**config.mk**
```make
export PLATFORM = sky130hd
export DESIGN_NAME = hazard_controller
export DESIGN_NICKNAME = d
export VERILOG_FILES = /design/src/rtl/hazard_controller.sv
export SDC_FILE = /design/constraint.sdc
export NUM_CORES = 1
export LEC_CHECK = 0
export BUFFER_PORTS_ARGS = -buffer_cell sky130_fd_sc_hd__buf_2
export CAP_MARGIN = 20
export CORE_ASPECT_RATIO = 0.5
export CORE_MARGIN = 1.5
export CORE_UTILIZATION = 46
export CTS_CLUSTER_SIZE = 25
export DETAILED_ROUTE_END_ITERATION = 10
export PLACE_DENSITY = 0.82
export SKIP_CTS_REPAIR_TIMING = 1
export SYNTH_ARGS = -nofsm -noshare
export SYNTH_HDL_FRONTEND = slang
export SYNTH_SLANG_ARGS = --single-unit
```
**constraint.sdc**
```tcl
create_clock -name clk -period 2 [get_ports clk]
set_input_delay 0.4 -clock clk [delete_from_list [all_inputs] [get_ports clk]]
set_output_delay 0.4 -clock clk [all_outputs]
set_load 0.01 [all_outputs]
```
**src/rtl/hazard_controller.sv**
```systemverilog
// Pipeline stall/flush/forwarding scheduler for the 5-stage RV32 core.
// Optional perf counters are built when HAZARD_PERF_CNT_EN is defined.
module hazard_controller #(
  parameter int BOOT_CYCLES = 4,
  parameter int MEM_TIMEOUT = 255,
  parameter int CNT_W       = 16
) (
  input  logic        clk,
  input  logic        rst,
  input  logic [4:0]  rs1_d,
  input  logic [4:0]  rs2_d,
  input  logic [4:0]  rs1_e,
  input  logic [4:0]  rs2_e,
  input  logic [4:0]  rd_e,
  input  logic        mem_read_e,
  input  logic [4:0]  rd_m,
  input  logic        reg_write_m,
  input  logic [4:0]  rd_w,
  input  logic        reg_write_w,
  input  logic        branch_taken_e,
  input  logic        mem_req_m,
  input  logic        mem_ready_m,
  output logic        stall_f,
  output logic        stall_d,
  output logic        stall_e,
  output logic        stall_m,
  output logic        flush_d,
  output logic        flush_e,
  output logic [1:0]  fwd_a_e,
  output logic [1:0]  fwd_b_e,
  output logic        mem_err,
  output logic [1:0]  state_o,
  output logic [31:0] stall_cycles,
  output logic [31:0] flush_count
);

  typedef enum logic [1:0] {BOOT = 2'b00, RUN = 2'b01, MEM_WAIT = 2'b10, ERR = 2'b11} state_t;

  localparam logic [3:0]       BOOT_INIT  = 4'(BOOT_CYCLES);
  localparam logic [CNT_W-1:0] TIMEOUT_M1 = CNT_W'(MEM_TIMEOUT - 1);

  state_t           state;
  logic [3:0]       bootCnt;
  logic [CNT_W-1:0] waitCnt;
  logic             memErrQ;
  logic             memWait;
  logic             loadUse;

  assign memWait = mem_req_m && !mem_ready_m;
  assign loadUse = mem_read_e && (rd_e != 5'd0) && ((rd_e == rs1_d) || (rd_e == rs2_d));

  always_ff @(posedge clk or negedge rst) begin
    if (!rst) begin
      state   <= BOOT;
      bootCnt <= BOOT_INIT;
      waitCnt <= '0;
      memErrQ <= 1'b0;
    end else begin
      case (state)
        BOOT: begin
          if (bootCnt <= 4'd1) state <= RUN;
          else bootCnt <= bootCnt - 4'd1;
        end
        RUN: begin
          if (memWait) begin
            waitCnt <= CNT_W'(1);
            state   <= MEM_WAIT;
          end
        end
        MEM_WAIT: begin
          if (mem_ready_m) begin
            waitCnt <= '0;
            state   <= RUN;
          end else begin
            // The RUN cycle that entered MEM_WAIT already counted as wait cycle 1.
            waitCnt <= waitCnt + CNT_W'(1);
            if (waitCnt >= TIMEOUT_M1) begin
              memErrQ <= 1'b1;
              state   <= ERR;
            end
          end
        end
        default: state <= ERR;
      endcase
    end
  end

  // Stall/flush valid/ready contract: a stall holds the stage register, a flush clears it;
  // the two are never raised together for the same register.
  always_comb begin
    stall_f = 1'b1;
    stall_d = 1'b1;
    stall_e = 1'b1;
    stall_m = 1'b1;
    flush_d = 1'b0;
    flush_e = 1'b0;
    if (state == RUN && !memWait) begin
      stall_e = 1'b0;
      stall_m = 1'b0;
      if (branch_taken_e) begin
        stall_f = 1'b0;
        stall_d = 1'b0;
        flush_d = 1'b1;
        flush_e = 1'b1;
      end else if (loadUse) begin
        flush_e = 1'b1;
      end else begin
        stall_f = 1'b0;
        stall_d = 1'b0;
      end
    end
  end

  always_comb begin
    fwd_a_e = 2'b00;
    fwd_b_e = 2'b00;
    if (reg_write_m && rd_m != 5'd0 && rd_m == rs1_e)      fwd_a_e = 2'b10;
    else if (reg_write_w && rd_w != 5'd0 && rd_w == rs1_e) fwd_a_e = 2'b01;
    if (reg_write_m && rd_m != 5'd0 && rd_m == rs2_e)      fwd_b_e = 2'b10;
    else if (reg_write_w && rd_w != 5'd0 && rd_w == rs2_e) fwd_b_e = 2'b01;
  end

  assign mem_err = memErrQ;
  assign state_o = state;

`ifdef HAZARD_PERF_CNT_EN
  logic [31:0] stallCnt;
  logic [31:0] flushCnt;

  always_ff @(posedge clk or negedge rst) begin
    if (!rst) begin
      stallCnt <= '0;
      flushCnt <= '0;
    end else begin
      if (stall_f && state != BOOT) stallCnt <= stallCnt + 32'd1;
      if (flush_d) flushCnt <= flushCnt + 32'd1;
    end
  end

  assign stall_cycles = stallCnt;
  assign flush_count  = flushCnt;
`else
  assign stall_cycles = 32'd0;
  assign flush_count  = 32'd0;
`endif

endmodule

```
==> impl_metrics.csv <==
group,metric,value,unit
detailed_routing,drt_drc_violations_left,0,
power,p_sw_frac,0.359,
cells_and_area,diodes,0,
synth,postSynthAreaPerCell,8.48,um2
timing,max-slew-margin-rel,0.657,
timing,timing.final.setup_violations,2,
clock_tree,clock_tree.buffer_depth,2,
critical_path,timing.rr.start,"waitCnt[2]",
grt,grt_pass1_vias,1717,
grt,largest_net_degree_at_the_start_of_global_routing,24,
timing,finalSetupTns,-162,ps
critical_path,setup.reg_to_reg.worst_slack,250,ps
critical_path,cp-startpoint,"rd_m[4]",
power,p_int,0.786,mW
critical_path,worstPathCellList,"buf_6 -> or4_4 -> o21ai_2 -> buf_4 -> nor4_4 -> nor4_4 -> buf_2",
timing,fin_ws,-91.1,ps
synth,postSynthRegisterBits,23,
placed_design,gp_routability_congestion,0.846,
timing,final.period_utilization,1.05,
synth,synth-warning-count,0,
critical_path,crit_path_top_delay_cell,"sky130_fd_sc_hd__or4_4",
synth,netlist.area_leader.share,0.250,
critical_path,r2r.worst_path.cells,4,
cells_and_area,filler_cell_count,421,
critical_path,cp.required,1600,ps
detailed_routing,detail_route.first_pass.iterations,4,
grt,grt_pass1_wl,7.02,mm
clock_tree,tritoncts_clock_tree,"built",
clock_tree,worstSkewPairLatency,270,ps
power,total_power,1.23,mW
critical_path,critPathMaxFanout,2,
power,irDropWorstVdd,0.208,mV
critical_path,timing.critical_path.from_type,"primary input",
clock_tree,clock_root_buffer,"sky130_fd_sc_hd__clkbuf_8",
synth,seq_area_frac_synth,0.261,
cells_and_area,post_route_cells_drive_above_1_share,0.259,
floorplan,fp-row-count,17,
detailed_routing,postRouteWirelength,4.59,mm
cells_and_area,area_added_between_synthesis_and_finish,12.6,%
placed_design,hpwlAfterDp,3.55,mm
floorplan,initial_core_util,0.489,
synth,synth-edff-count,0,
power,pwr-share-comb,0.324,
floorplan,floorplan.die_area,0.00524,mm2
synth,netlist-cell-type-count,47,
synth,synthArstFlopShare,1.00,
synth,synth_cell_count_leaders,"sky130_fd_sc_hd__buf_4, sky130_fd_sc_hd__xor2_1, sky130_fd_sc_hd__dfrtp_1, sky130_fd_sc_hd__o21ai_0, sky130_fd_sc_hd__nand3_1",
detailed_routing,vias,1872,
floorplan,die_x_extent,101,um
timing,final_period_minus_worst_setup_slack,2090,ps
critical_path,critical_path.endpoint_type,"output pin",
power,power_per_cell_area,493,mW/mm2
synth,synth_top_cell_by_area,"sky130_fd_sc_hd__dfrtp_1",
placed_design,buffer_ports.inserted,55,
critical_path,worstSetupPathType,"in -> out",
synth,synth_top_flop_cell,"sky130_fd_sc_hd__dfrtp_1",
detailed_routing,drt-wirelength-per-cell,12.0,um
clock_tree,path_clk_slew,90,ps
clock_tree,cts_inserted_buffers,3,
timing,achievable-frequency,478,MHz
hold_path,worst_hold_path_type,"in -> async",
floorplan,ios,120,
grt,grt.total_usage,0.167,
critical_path,critPathMaxStageDelay,530,ps
detailed_routing,detailedRoute.firstIterationViolations,50,
power,power.leakage,1.22,nW
cells_and_area,nets_final,364,
grt,grt_overflow,0,
synth,syn_inst,260,
clock_tree,clock_tree.htree_level_count,1,
placed_design,dp_slack,-126,ps
timing,finClkSkew,12.5,ps
timing,worst_slew_pin_slew,514,ps
critical_path,timing.critical_path.max_delay_family,"simple AND/OR/NAND/NOR gates",
critical_path,cell_depth_of_the_worst_setup_path,7,
timing,final-hold-violation-count,0,
power,power_frac_seq,0.434,
synth,synth.area.top_cells,"sky130_fd_sc_hd__dfrtp_1, sky130_fd_sc_hd__buf_4, sky130_fd_sc_hd__xor2_1, sky130_fd_sc_hd__o21ai_0, sky130_fd_sc_hd__xnor2_1",
power,power.switching,0.439,mW
job,timing.max_cap.violations,0,
timing,final-max-slew-violation-count,0,
critical_path,cp.buffers_inverters,3,
outcome,failed_checks,"setup timing",
floorplan,die_h,52.0,um
detailed_routing,vias_per_std_cell,4.90,
clock_tree,clock_sinks,23,
timing,rsz0062_at_grt,"true",
floorplan,floorplan.core_area,0.00451,mm2
detailed_routing,detail-route-antenna-nets,0,
critical_path,critical_path_arrival,1690,ps
outcome,outcome,"finished with violations",
synth,netlist_area,0.00221,mm2
synth,synthMostInstantiatedCell,"sky130_fd_sc_hd__buf_4",
grt,initial_antenna_violation_count,0,
critical_path,cp_common_cell,"sky130_fd_sc_hd__nor4_4",
power,pwr-share-clk,0.242,
## placed cells by master, fill, tap and decap left out, types with 2 or more instances in the layout
master,Yosys,layout
sky130_fd_sc_hd__a31oi_1,6,6
sky130_fd_sc_hd__nor3b_2,1,2
sky130_fd_sc_hd__buf_2,4,49
sky130_fd_sc_hd__a41oi_1,3,3
sky130_fd_sc_hd__conb_1,1,64
sky130_fd_sc_hd__a21oi_1,4,4
sky130_fd_sc_hd__nand3_1,10,10
sky130_fd_sc_hd__o21a_1,2,2
sky130_fd_sc_hd__nor2_1,7,7
sky130_fd_sc_hd__nor4_4,0,3
sky130_fd_sc_hd__inv_1,6,6
sky130_fd_sc_hd__ha_1,4,4
sky130_fd_sc_hd__nand2_1,9,9
sky130_fd_sc_hd__or4_1,6,3
sky130_fd_sc_hd__and2_1,6,6
sky130_fd_sc_hd__buf_4,66,8
sky130_fd_sc_hd__and3_1,3,3
sky130_fd_sc_hd__or4_4,0,3
sky130_fd_sc_hd__clkbuf_8,0,3
sky130_fd_sc_hd__xnor2_1,8,8
sky130_fd_sc_hd__o31ai_1,7,7
sky130_fd_sc_hd__nor3_1,3,3
sky130_fd_sc_hd__nor4_2,1,2
sky130_fd_sc_hd__buf_6,0,6
sky130_fd_sc_hd__xor2_1,25,25
sky130_fd_sc_hd__dfrtp_1,22,21
sky130_fd_sc_hd__nand3b_1,2,2
sky130_fd_sc_hd__o21ai_1,4,4
sky130_fd_sc_hd__nor4_1,7,3
sky130_fd_sc_hd__o21ai_0,19,18
## worst register-to-register path, stage by stage (launching register included)
cell,delay [ps]
sky130_fd_sc_hd__dfrtp_1,470
sky130_fd_sc_hd__and4_1,430
sky130_fd_sc_hd__nand2_1,160
sky130_fd_sc_hd__o311a_1,320
sky130_fd_sc_hd__a221o_1,260
## stage by stage
step,util,instance area (um2),instances,hold slack [ps]
detailed placement,0.518,2330,377,407
CTS,0.528,2380,381,107
finish,0.551,2480,382,84.1
floorplan,-,2450,323,104
global route,0.551,2480,382,127
global placement,0.518,2330,377,390
## final timing paths
path / end
max: fwd_b_e[0]
min: waitCnt[13]
max reg2reg: waitCnt[14]
min reg2reg: mem_err
max in group asynchronous: state_o[0]
min in group clk: waitCnt[0]
## cell type report
class / count / area (um2) / share of cell area
tap: 66 / 82.6 / 0.0332
inverter: 6 / 22.5 / 0.00906
multi-input combinational: 220 / 1380 / 0.557
sequential: 23 / 578 / 0.233
clock buffer: 4 / 45.0 / 0.0181
timing repair buffer: 63 / 373 / 0.150
## state kept, by name, summed over array words and instances, names as in the netlist
register  flops
waitCnt      16
bootCnt       4
state_o       2
mem_err       1
## layer usage
| metal | GRT usage | wire length, um | up-vias |
|---|---|---|---|
| met2 | 0.337 | 2530 | 83 |
| li1 | - | - | 900 |
| met4 | 0.0625 | 28 | 0 |
| met3 | 0.0296 | 243 | 5 |
| met1 | 0.176 | 1780 | 884 |
| met5 | 0 | 0 | - |
## logic make-up (layout without fill, tap and decap cells)
family,after synthesis,after routing,share of synthesized area
AO/OA/AOI/OAI,55,55,0.161
XOR/XNOR,33,33,0.131
adder cells (fa/ha/maj),4,4,0.0227
buffers and inverters,80,73,0.251
flip-flops,23,23,0.261
other,1,64,0.00170
AND/OR/NAND/NOR,64,64,0.171
## power by group through the flow
stage	clock network, mW	registers, mW	logic (mW)
floorplan	0	0.534	0.333
global placement	0	0.536	0.353
detailed placement	0	0.539	0.367
global route	0.321	0.542	0.444
CTS	0.299	0.530	0.368
finish	0.296	0.532	0.397
No activity file was read; power rests on OpenSTA's default activity.
